==> config.mk <==
export PLATFORM = sky130hd
export DESIGN_NAME = pipe_hazard_ctrl
export DESIGN_NICKNAME = d
export VERILOG_FILES = /design/src/rtl/pipe_hazard_ctrl_pkg.sv /design/src/rtl/pipe_hazard_ctrl_load_use_detect.sv /design/src/rtl/pipe_hazard_ctrl.sv
export SDC_FILE = /design/constraint.sdc
export NUM_CORES = 1
export LEC_CHECK = 0
export BUFFER_PORTS_ARGS = -buffer_cell sky130_fd_sc_hd__buf_2
export CORE_MARGIN = 1
export CORE_UTILIZATION = 35
export CTS_CLUSTER_SIZE = 24
export DETAILED_ROUTE_END_ITERATION = 10
export PLACE_DENSITY = 0.52
export SLEW_MARGIN = 0
export SYNTH_ARGS = -nofsm -noshare
export SYNTH_HDL_FRONTEND = slang
export SYNTH_SLANG_ARGS = --single-unit
==> constraint.sdc <==
create_clock -name clk_i -period 4.2 [get_ports clk_i]
set_input_delay 0.63 -clock clk_i [delete_from_list [all_inputs] [get_ports clk_i]]
set_output_delay 0.63 -clock clk_i [all_outputs]
set_load 0.01 [all_outputs]
==> src/rtl/pipe_hazard_ctrl_pkg.sv <==
// Shared CPU pipeline-control definitions: controller states, register-index width,
// default drain length and the canned control-signal bundles for each pipeline mode.
package pipe_hazard_ctrl_pkg;

    localparam int REG_W         = 5;
    localparam int DRAIN_CYC_DEF = 4;

    typedef enum logic [1:0] {
        ST_IDLE  = 2'd0,
        ST_RUN   = 2'd1,
        ST_DRAIN = 2'd2
    } state_e;

    typedef struct packed {
        logic pc_write;
        logic ifid_write;
        logic idex_bubble;
        logic ifid_flush;
    } pipe_ctrl_t;

    localparam pipe_ctrl_t CTRL_HOLD   = '{pc_write: 1'b0, ifid_write: 1'b0, idex_bubble: 1'b1, ifid_flush: 1'b0};
    localparam pipe_ctrl_t CTRL_FLUSH  = '{pc_write: 1'b1, ifid_write: 1'b1, idex_bubble: 1'b0, ifid_flush: 1'b1};
    localparam pipe_ctrl_t CTRL_NORMAL = '{pc_write: 1'b1, ifid_write: 1'b1, idex_bubble: 1'b0, ifid_flush: 1'b0};
    localparam pipe_ctrl_t CTRL_DRAIN  = '{pc_write: 1'b0, ifid_write: 1'b1, idex_bubble: 1'b0, ifid_flush: 1'b1};

endpackage

==> src/rtl/pipe_hazard_ctrl_load_use_detect.sv <==
// Combinational load-use hazard compare between the ID/EX load and the IF/ID consumer.
module load_use_detect
    import pipe_hazard_ctrl_pkg::*;
(
    input  logic             idex_memread_i,
    input  logic [REG_W-1:0] idex_rt_i,
    input  logic [REG_W-1:0] ifid_rs_i,
    input  logic [REG_W-1:0] ifid_rt_i,
    input  logic             ifid_uses_rt_i,
    output logic             hazard_o
);

    logic rs_match;
    logic rt_match;

    // r0 is hard-wired zero, so a load into it can never create a dependency.
    assign rs_match = (idex_rt_i == ifid_rs_i);
    assign rt_match = ifid_uses_rt_i && (idex_rt_i == ifid_rt_i);
    assign hazard_o = idex_memread_i && (idex_rt_i != '0) && (rs_match || rt_match);

endmodule

==> src/rtl/pipe_hazard_ctrl.sv <==
// Pipeline hazard controller: IDLE/RUN/DRAIN run-control FSM, stall/flush steering
// and saturating performance counters.
module pipe_hazard_ctrl
    import pipe_hazard_ctrl_pkg::*;
#(
    parameter int CNT_W     = 32,
    parameter int DRAIN_CYC = DRAIN_CYC_DEF
) (
    input  logic             clk_i,
    input  logic             rst_i,
    input  logic             start_i,
    input  logic             idex_memread_i,
    input  logic [REG_W-1:0] idex_rt_i,
    input  logic [REG_W-1:0] ifid_rs_i,
    input  logic [REG_W-1:0] ifid_rt_i,
    input  logic             ifid_uses_rt_i,
    input  logic             branch_taken_i,
    input  logic             jump_i,
    output logic             pc_write_o,
    output logic             ifid_write_o,
    output logic             idex_bubble_o,
    output logic             ifid_flush_o,
    output logic             run_o,
    output logic [CNT_W-1:0] stall_cnt_o,
    output logic [CNT_W-1:0] flush_cnt_o,
    output logic [CNT_W-1:0] cycle_cnt_o
);

    localparam int DW = (DRAIN_CYC > 1) ? $clog2(DRAIN_CYC) : 1;
    localparam logic [DW-1:0] DRAIN_LAST = DW'(DRAIN_CYC - 1);

    state_e           state_q, state_d;
    logic [DW-1:0]    drain_q, drain_d;
    logic [CNT_W-1:0] stall_q, stall_d;
    logic [CNT_W-1:0] flush_q, flush_d;
    logic [CNT_W-1:0] cycle_q, cycle_d;
    pipe_ctrl_t       ctrl;
    logic             hazard;
    logic             in_run;

    load_use_detect u_detect (
        .idex_memread_i (idex_memread_i),
        .idex_rt_i      (idex_rt_i),
        .ifid_rs_i      (ifid_rs_i),
        .ifid_rt_i      (ifid_rt_i),
        .ifid_uses_rt_i (ifid_uses_rt_i),
        .hazard_o       (hazard)
    );

    // NOTE: every always_comb output gets a default first so no path can infer a latch.
    always_comb begin
        state_d = state_q;
        drain_d = drain_q;
        ctrl    = CTRL_HOLD;
        unique case (state_q)
            ST_IDLE: begin
                if (start_i) state_d = ST_RUN;
            end
            ST_RUN: begin
                // A stalled branch is re-presented next cycle, so the stall wins over the flush.
                if (hazard)                        ctrl = CTRL_HOLD;
                else if (branch_taken_i || jump_i) ctrl = CTRL_FLUSH;
                else                               ctrl = CTRL_NORMAL;
                if (!start_i) begin
                    state_d = ST_DRAIN;
                    drain_d = '0;
                end
            end
            ST_DRAIN: begin
                ctrl = CTRL_DRAIN;
                if (start_i) begin
                    state_d = ST_RUN;
                    drain_d = '0;
                end else if (drain_q == DRAIN_LAST) begin
                    state_d = ST_IDLE;
                    drain_d = '0;
                end else begin
                    drain_d = drain_q + DW'(1);
                end
            end
            default: state_d = ST_IDLE;
        endcase
    end

    assign in_run = (state_q == ST_RUN);
    assign run_o  = (state_q == ST_RUN) || (state_q == ST_DRAIN);

    always_comb begin
        stall_d = stall_q;
        flush_d = flush_q;
        cycle_d = cycle_q;
        if (in_run && hazard && (stall_q != '1))          stall_d = stall_q + CNT_W'(1);
        if (in_run && ctrl.ifid_flush && (flush_q != '1)) flush_d = flush_q + CNT_W'(1);
        if (run_o && (cycle_q != '1))                     cycle_d = cycle_q + CNT_W'(1);
    end

    // NOTE: sequential state uses non-blocking assignments so all registers update together.
    always_ff @(posedge clk_i or negedge rst_i) begin
        if (!rst_i) begin
            state_q <= ST_IDLE;
            drain_q <= '0;
            stall_q <= '0;
            flush_q <= '0;
            cycle_q <= '0;
        end else begin
            state_q <= state_d;
            drain_q <= drain_d;
            stall_q <= stall_d;
            flush_q <= flush_d;
            cycle_q <= cycle_d;
        end
    end

    assign pc_write_o    = ctrl.pc_write;
    assign ifid_write_o  = ctrl.ifid_write;
    assign idex_bubble_o = ctrl.idex_bubble;
    assign ifid_flush_o  = ctrl.ifid_flush;
    assign stall_cnt_o   = stall_q;
    assign flush_cnt_o   = flush_q;
    assign cycle_cnt_o   = cycle_q;

endmodule

## After elaboration in Yosys (flattened, before gate mapping)

Index checks and enable logic that the tools add are counted.

- Register bits: 100
- Bits of input ports: 22
- Logic and storage cells: 48

- $add $sub $neg: 4
- Equality and inequality tests: 11
- Muxes and demuxes: 12
- Reductions and logical operators: 16

Operators with widths:

| cell | count |
|---|---|
| 32-bit by 1-bit adder with 32-bit output (second input constant) | 3 |
| 32-bit != test (second input constant) | 3 |
| 2-bit 2-to-1 mux | 7 |
| 5-bit == test | 2 |
| 1-bit logical AND | 8 |
| 4-bit case mux with 2 select lines | 1 |
| 2-bit case mux with 3 select lines | 1 |
| 5-bit nonzero test | 1 |
| 2-bit == test (second input constant) | 2 |
| 4-bit 2-to-1 mux | 1 |
| 2-bit != test (second input constant) | 2 |
| 2-bit case mux with 2 select lines | 1 |
| 1-bit logical OR | 3 |
| 3-bit != test (second input constant) | 1 |
| 3-bit AND reduction | 1 |
| 2-bit by 1-bit adder with 2-bit output (second input constant) | 1 |
| 2-bit by 1-bit == test with 1-bit output (second input constant) | 1 |
| 2-bit logical NOT | 1 |
| 2-bit AND reduction | 1 |
| 2-bit nonzero test | 1 |
| 1-bit 2-to-1 mux | 1 |

## Logic depth before layout (Yosys ltp)

- Depth after elaboration: 8
- Gate-level depth with buffers: 11

## By module

From an unflattened synthesis, not the netlist that was laid out.

- Cells, all modules: 493
- Area, all modules: 5211.2 sq um

Modules (own cells, without submodules):

| module | instances | cells each | area an instance (sq um) |
|---|---|---|---|
| pipe_hazard_ctrl | 1 | 476 | 5078.6 |
| load_use_detect | 1 | 17 | 132.6 |

## Least setup slack after synthesis

OpenSTA, ideal clock, no wires.

- Kind: input -> output
- Start point: in idex_rt_i[1]
- End point: out ifid_flush_o
- Arrival time: 1.879 ns
- Data required time: 3.570 ns
- Setup slack: 1.691 ns
- Stages on the path: 4
- Buffers on the path: 0
- Cell sequence: or4_1 -> o21a_1 -> a21o_2 -> o21ai_0

- Longest elaborated chain between the ends: 6
- Elaborated cells on any way between the ends: 9
- Classes of those cells: eq/ne (2); mux (2); reduce/logical (5)

RTL lines:

| item | RTL line | text |
|---|---|---|
| start: declaration | pipe_hazard_ctrl.sv:13 | `input logic [REG_W-1:0] idex_rt_i,` |
| 5-bit == test | pipe_hazard_ctrl_load_use_detect.sv:18 | `assign rt_match = ifid_uses_rt_i && (idex_rt_i == ifid_rt_i);` |
| 1-bit logical AND | pipe_hazard_ctrl_load_use_detect.sv:18 |  |
| 1-bit logical OR | pipe_hazard_ctrl_load_use_detect.sv:19 | `assign hazard_o = idex_memread_i && (idex_rt_i != '0) && (rs_match \|\| rt_match);` |
| 1-bit logical AND * | pipe_hazard_ctrl_load_use_detect.sv:19 |  |
| 4-bit 2-to-1 mux * | pipe_hazard_ctrl.sv:61 | `if (hazard) ctrl = CTRL_HOLD;` |
| 4-bit case mux with 2 select lines * | pipe_hazard_ctrl.sv:55 | `unique case (state_q)` |
| end: declaration | pipe_hazard_ctrl.sv:22 | `output logic ifid_flush_o,` |

Mark *: on every way between the ends. The rest lies on a longest branch, timed or not.

## Final worst setup path

Same ends and word-level chain as after synthesis.

==> results.cfg <==
[sta]
grt_setup_unrepaired = false
final_hold_viol_count = 0
final-max-slew-violation-count = 0
tns_ns = 0
setup_viol = 0
tightest_slew_ns = 0.933
clock.fmax_mhz = 375
fin_crit_ns = 2.67
max_slew_margin = 0.377
fin_skew_ns = 0.00448
period_share = 0.635

[worst_setup_path]
critPathBufInv = 2
reg2reg_depth = 9
r2r-start = state_q[1]
crit_chain = buf_2 -> or4_1 -> o21a_1 -> a21o_2 -> o21ai_0 -> buf_2
arrival_ns = 2.04
slowest_delay_ns = 0.51
endpoint_kind = output port
cp_top_family = compound AO/OA/AOI/OAI gates
crit_type = input port to output port
r2r_slack_ns = 1.66
crit_top_cell = buf_2
cp-start-kind = input port
cp_slowest_cell = or4_1
path_max_fanout = 5
worstPathRequired_ns = 3.57
rr_endpoint = flush_cnt_o[18]

[power]
p_sw_w = 0.000785
power_leakage_nw = 2.97
seq_power_share = 0.439
p_per_area_nw_per_um2 = 432
p_int_w = 0.00181
pwr-share-comb = 0.217
ir_drop_uv = 244
p_sw_frac = 0.303
p_clk_frac = 0.345

[final_layout]
fillers = 1341
diodes = 0
multi_input_area_um2 = 2310
syn_to_final_growth_pct = 22.5
drive_gt1_frac = 0.259
final_nets = 612
regArea_um2 = 2500
fin_util = 0.447

[outcome]
status = finished, final reports clean

[yosys]
synth-warning-count = 0
synth_seq_area_share = 0.510
syn_inst = 457
ys_types = 47
synth_area_um2 = 4910
ys_ff_latch = 100
synth.avg_cell_area_um2 = 10.7
synthesis.nets = 487

[placement]
hpwl_um = 8260
gp_congestion = 0.757
io_buffers = 122

[routing]
totalWireLength_um = 11200
vias_per_cell = 5.00
routedWlPerCell_um = 14.7
antenna_left = 0
drc_errors = 0
vias = 3812
drt_iter0_drc = 156
drt_pass1_iterations = 4

[die]
initial_utilization = 0.365
die_h_um = 120
dieArea_um2 = 14500
fp-row-count = 42
core_area_um2 = 13500
die_w_um = 120
io_pins = 123

[clock_tree]
clockBufferDepth = 2
cts_buffers = 9
clock-sinks = 100
clkTransAtPathRegs_ns = 0.07
cts_hold_buffers = 0
cts_setup_buffers = 0
clk_latency_ns = 0.35
cts_tree = yes
cts_resized = 0
ctsRootBufferMaster = clkbuf_16
cts_max_level = 3

[global_routing]
antenna_found_initial = 0
track_usage = 0.165
grt_pass1_vias = 3656
grt_pass1_wl_um = 18700
grt_max_degree = 74
grt-ovfl-total = 0

[worst_hold_path]
hold_path.class = input port to asynchronous set/reset pin

[run]
maxCapViolCount = 0
-- registers in the layout (all words and copies together), names as in the netlist --
name         flops
stall_cnt_o     32
drain_q          2
flush_cnt_o     32
cycle_cnt_o     32
state_q          2
-- area by class of cell --
type	instances	area share
inverters	10	0.00624
well taps	176	0.0366
clock buffers	12	0.0410
flip-flops and latches	100	0.416
repair buffers	123	0.103
multi-input cells	338	0.385
clock inverters	4	0.0121
-- synthesized netlist by cell type, drive strengths merged --
| cell type | count | area share |
|---|---|---|
| dfrtp | 100 | 0.51 |
| xnor2 | 82 | 0.15 |
| nand3 | 43 | 0.044 |
| nand2 | 40 | 0.031 |
| nand4 | 33 | 0.045 |
| and3 | 27 | 0.035 |
| nor2 | 21 | 0.016 |
| xor2 | 17 | 0.030 |
| and4 | 12 | 0.021 |
| inv | 10 | 0.0076 |
| ha | 8 | 0.020 |
| and2 | 7 | 0.0092 |
| o21ai | 7 | 0.0071 |
| nor3 | 6 | 0.0082 |
| a21oi | 5 | 0.0051 |
| buf | 5 | 0.0082 |
| clkbuf | 4 | 0.0031 |
| mux2 | 3 | 0.0069 |
| nor2b | 3 | 0.0038 |
| nor3b | 3 | 0.0069 |
| a32o | 2 | 0.0041 |
| o31ai | 2 | 0.0031 |
| or2 | 2 | 0.0025 |
| a211oi | 1 | 0.0015 |
| a21o | 1 | 0.0018 |
| a31oi | 1 | 0.0013 |
| a41oi | 1 | 0.0018 |
| and4b | 1 | 0.0023 |
| mux2i | 1 | 0.0020 |
| nand2b | 1 | 0.0013 |
| nor4b | 1 | 0.0018 |
| o211a | 1 | 0.0020 |
| o21a | 1 | 0.0015 |
| o21bai | 1 | 0.0023 |
| o22ai | 1 | 0.0013 |
| or3 | 1 | 0.0013 |
| or4 | 1 | 0.0015 |
| or4b | 1 | 0.0020 |
-- cells by family after synthesis --
family	synth area share
and+or+nand+nor	0.232
DFF	0.510
adders and majority gates	0.0204
buffers and inverters	0.0189
AOI/OAI and AO/OA	0.0329
muxes	0.00892
xor gates and xnor gates	0.177
-- worst reg2reg max path, cell delays in order, from the launching register on --
cell and delay, ns:
dfrtp_1 0.40, inv_1 0.09, ha_1 0.48, nand2_1 0.11
or2_2 0.33, o21ai_1 0.12, o21bai_2 0.19, nor3b_4 0.41
nand4_1 0.16, xnor2_1 0.14
-- power groups by stage --
stage	clock network, W	logic (W)	registers, W
global route	0.000965	0.000631	0.00115
global placement	0	0.000560	0.00115
finish	0.000894	0.000563	0.00114
CTS	0.000926	0.000571	0.00114
detailed placement	0	0.000570	0.00116
floorplan	0	0.000360	0.00116
-- worst max-delay path by stage --
stage,startpoint,endpoint,slack [ns],cells past startpoint
CTS,idex_rt_i[1],ifid_flush_o,1.52,6
global placement,idex_rt_i[1],ifid_flush_o,1.53,6
global route,state_q[1],flush_cnt_o[18],1.40,9
floorplan,idex_rt_i[1],ifid_flush_o,1.69,4
finish,idex_rt_i[1],ifid_flush_o,1.53,6
detailed placement,idex_rt_i[3],stall_cnt_o[25],1.47,8
-- through the flow --
stage                     power (W)  std cells  setup WS [ns]  hold slack [ns]  cell area [um^2]
after global placement      0.00171        747           1.53            0.473              5690
after detailed placement    0.00173        747           1.47            0.476              5690
after floorplan             0.00152        457           1.69            0.334              4910
after CTS                   0.00264        763           1.52            0.452              6010
final                       0.00259        763           1.53            0.415              6010
after global routing        0.00275        763           1.40            0.485              6010
-- routing by layer --
layer	up-vias	global-route usage	wire [um]
met1	1869	0.212	5180
met4	0	0.0494	97
li1	1850	-	-
met5	-	0	0
met3	12	0.0519	539
met2	81	0.265	5370
-- cell usage in the layout, fill, tap and decap left out, drive strengths merged, types with 2 or more instances in the layout --
master  count
a32o        2
nand4      33
or2         2
mux2        3
nor3        6
clkbuf     12
inv        10
nor2b       3
o21ai       7
xnor2      82
buf       123
nor2       21
nand2      40
ha          8
nor3b       3
bufinv      2
and4       12
o31ai       2
dfrtp     100
xor2       17
a21oi       5
and2        7
nand3      43
and3       27
No activity file was read; power rests on OpenSTA's default activity.
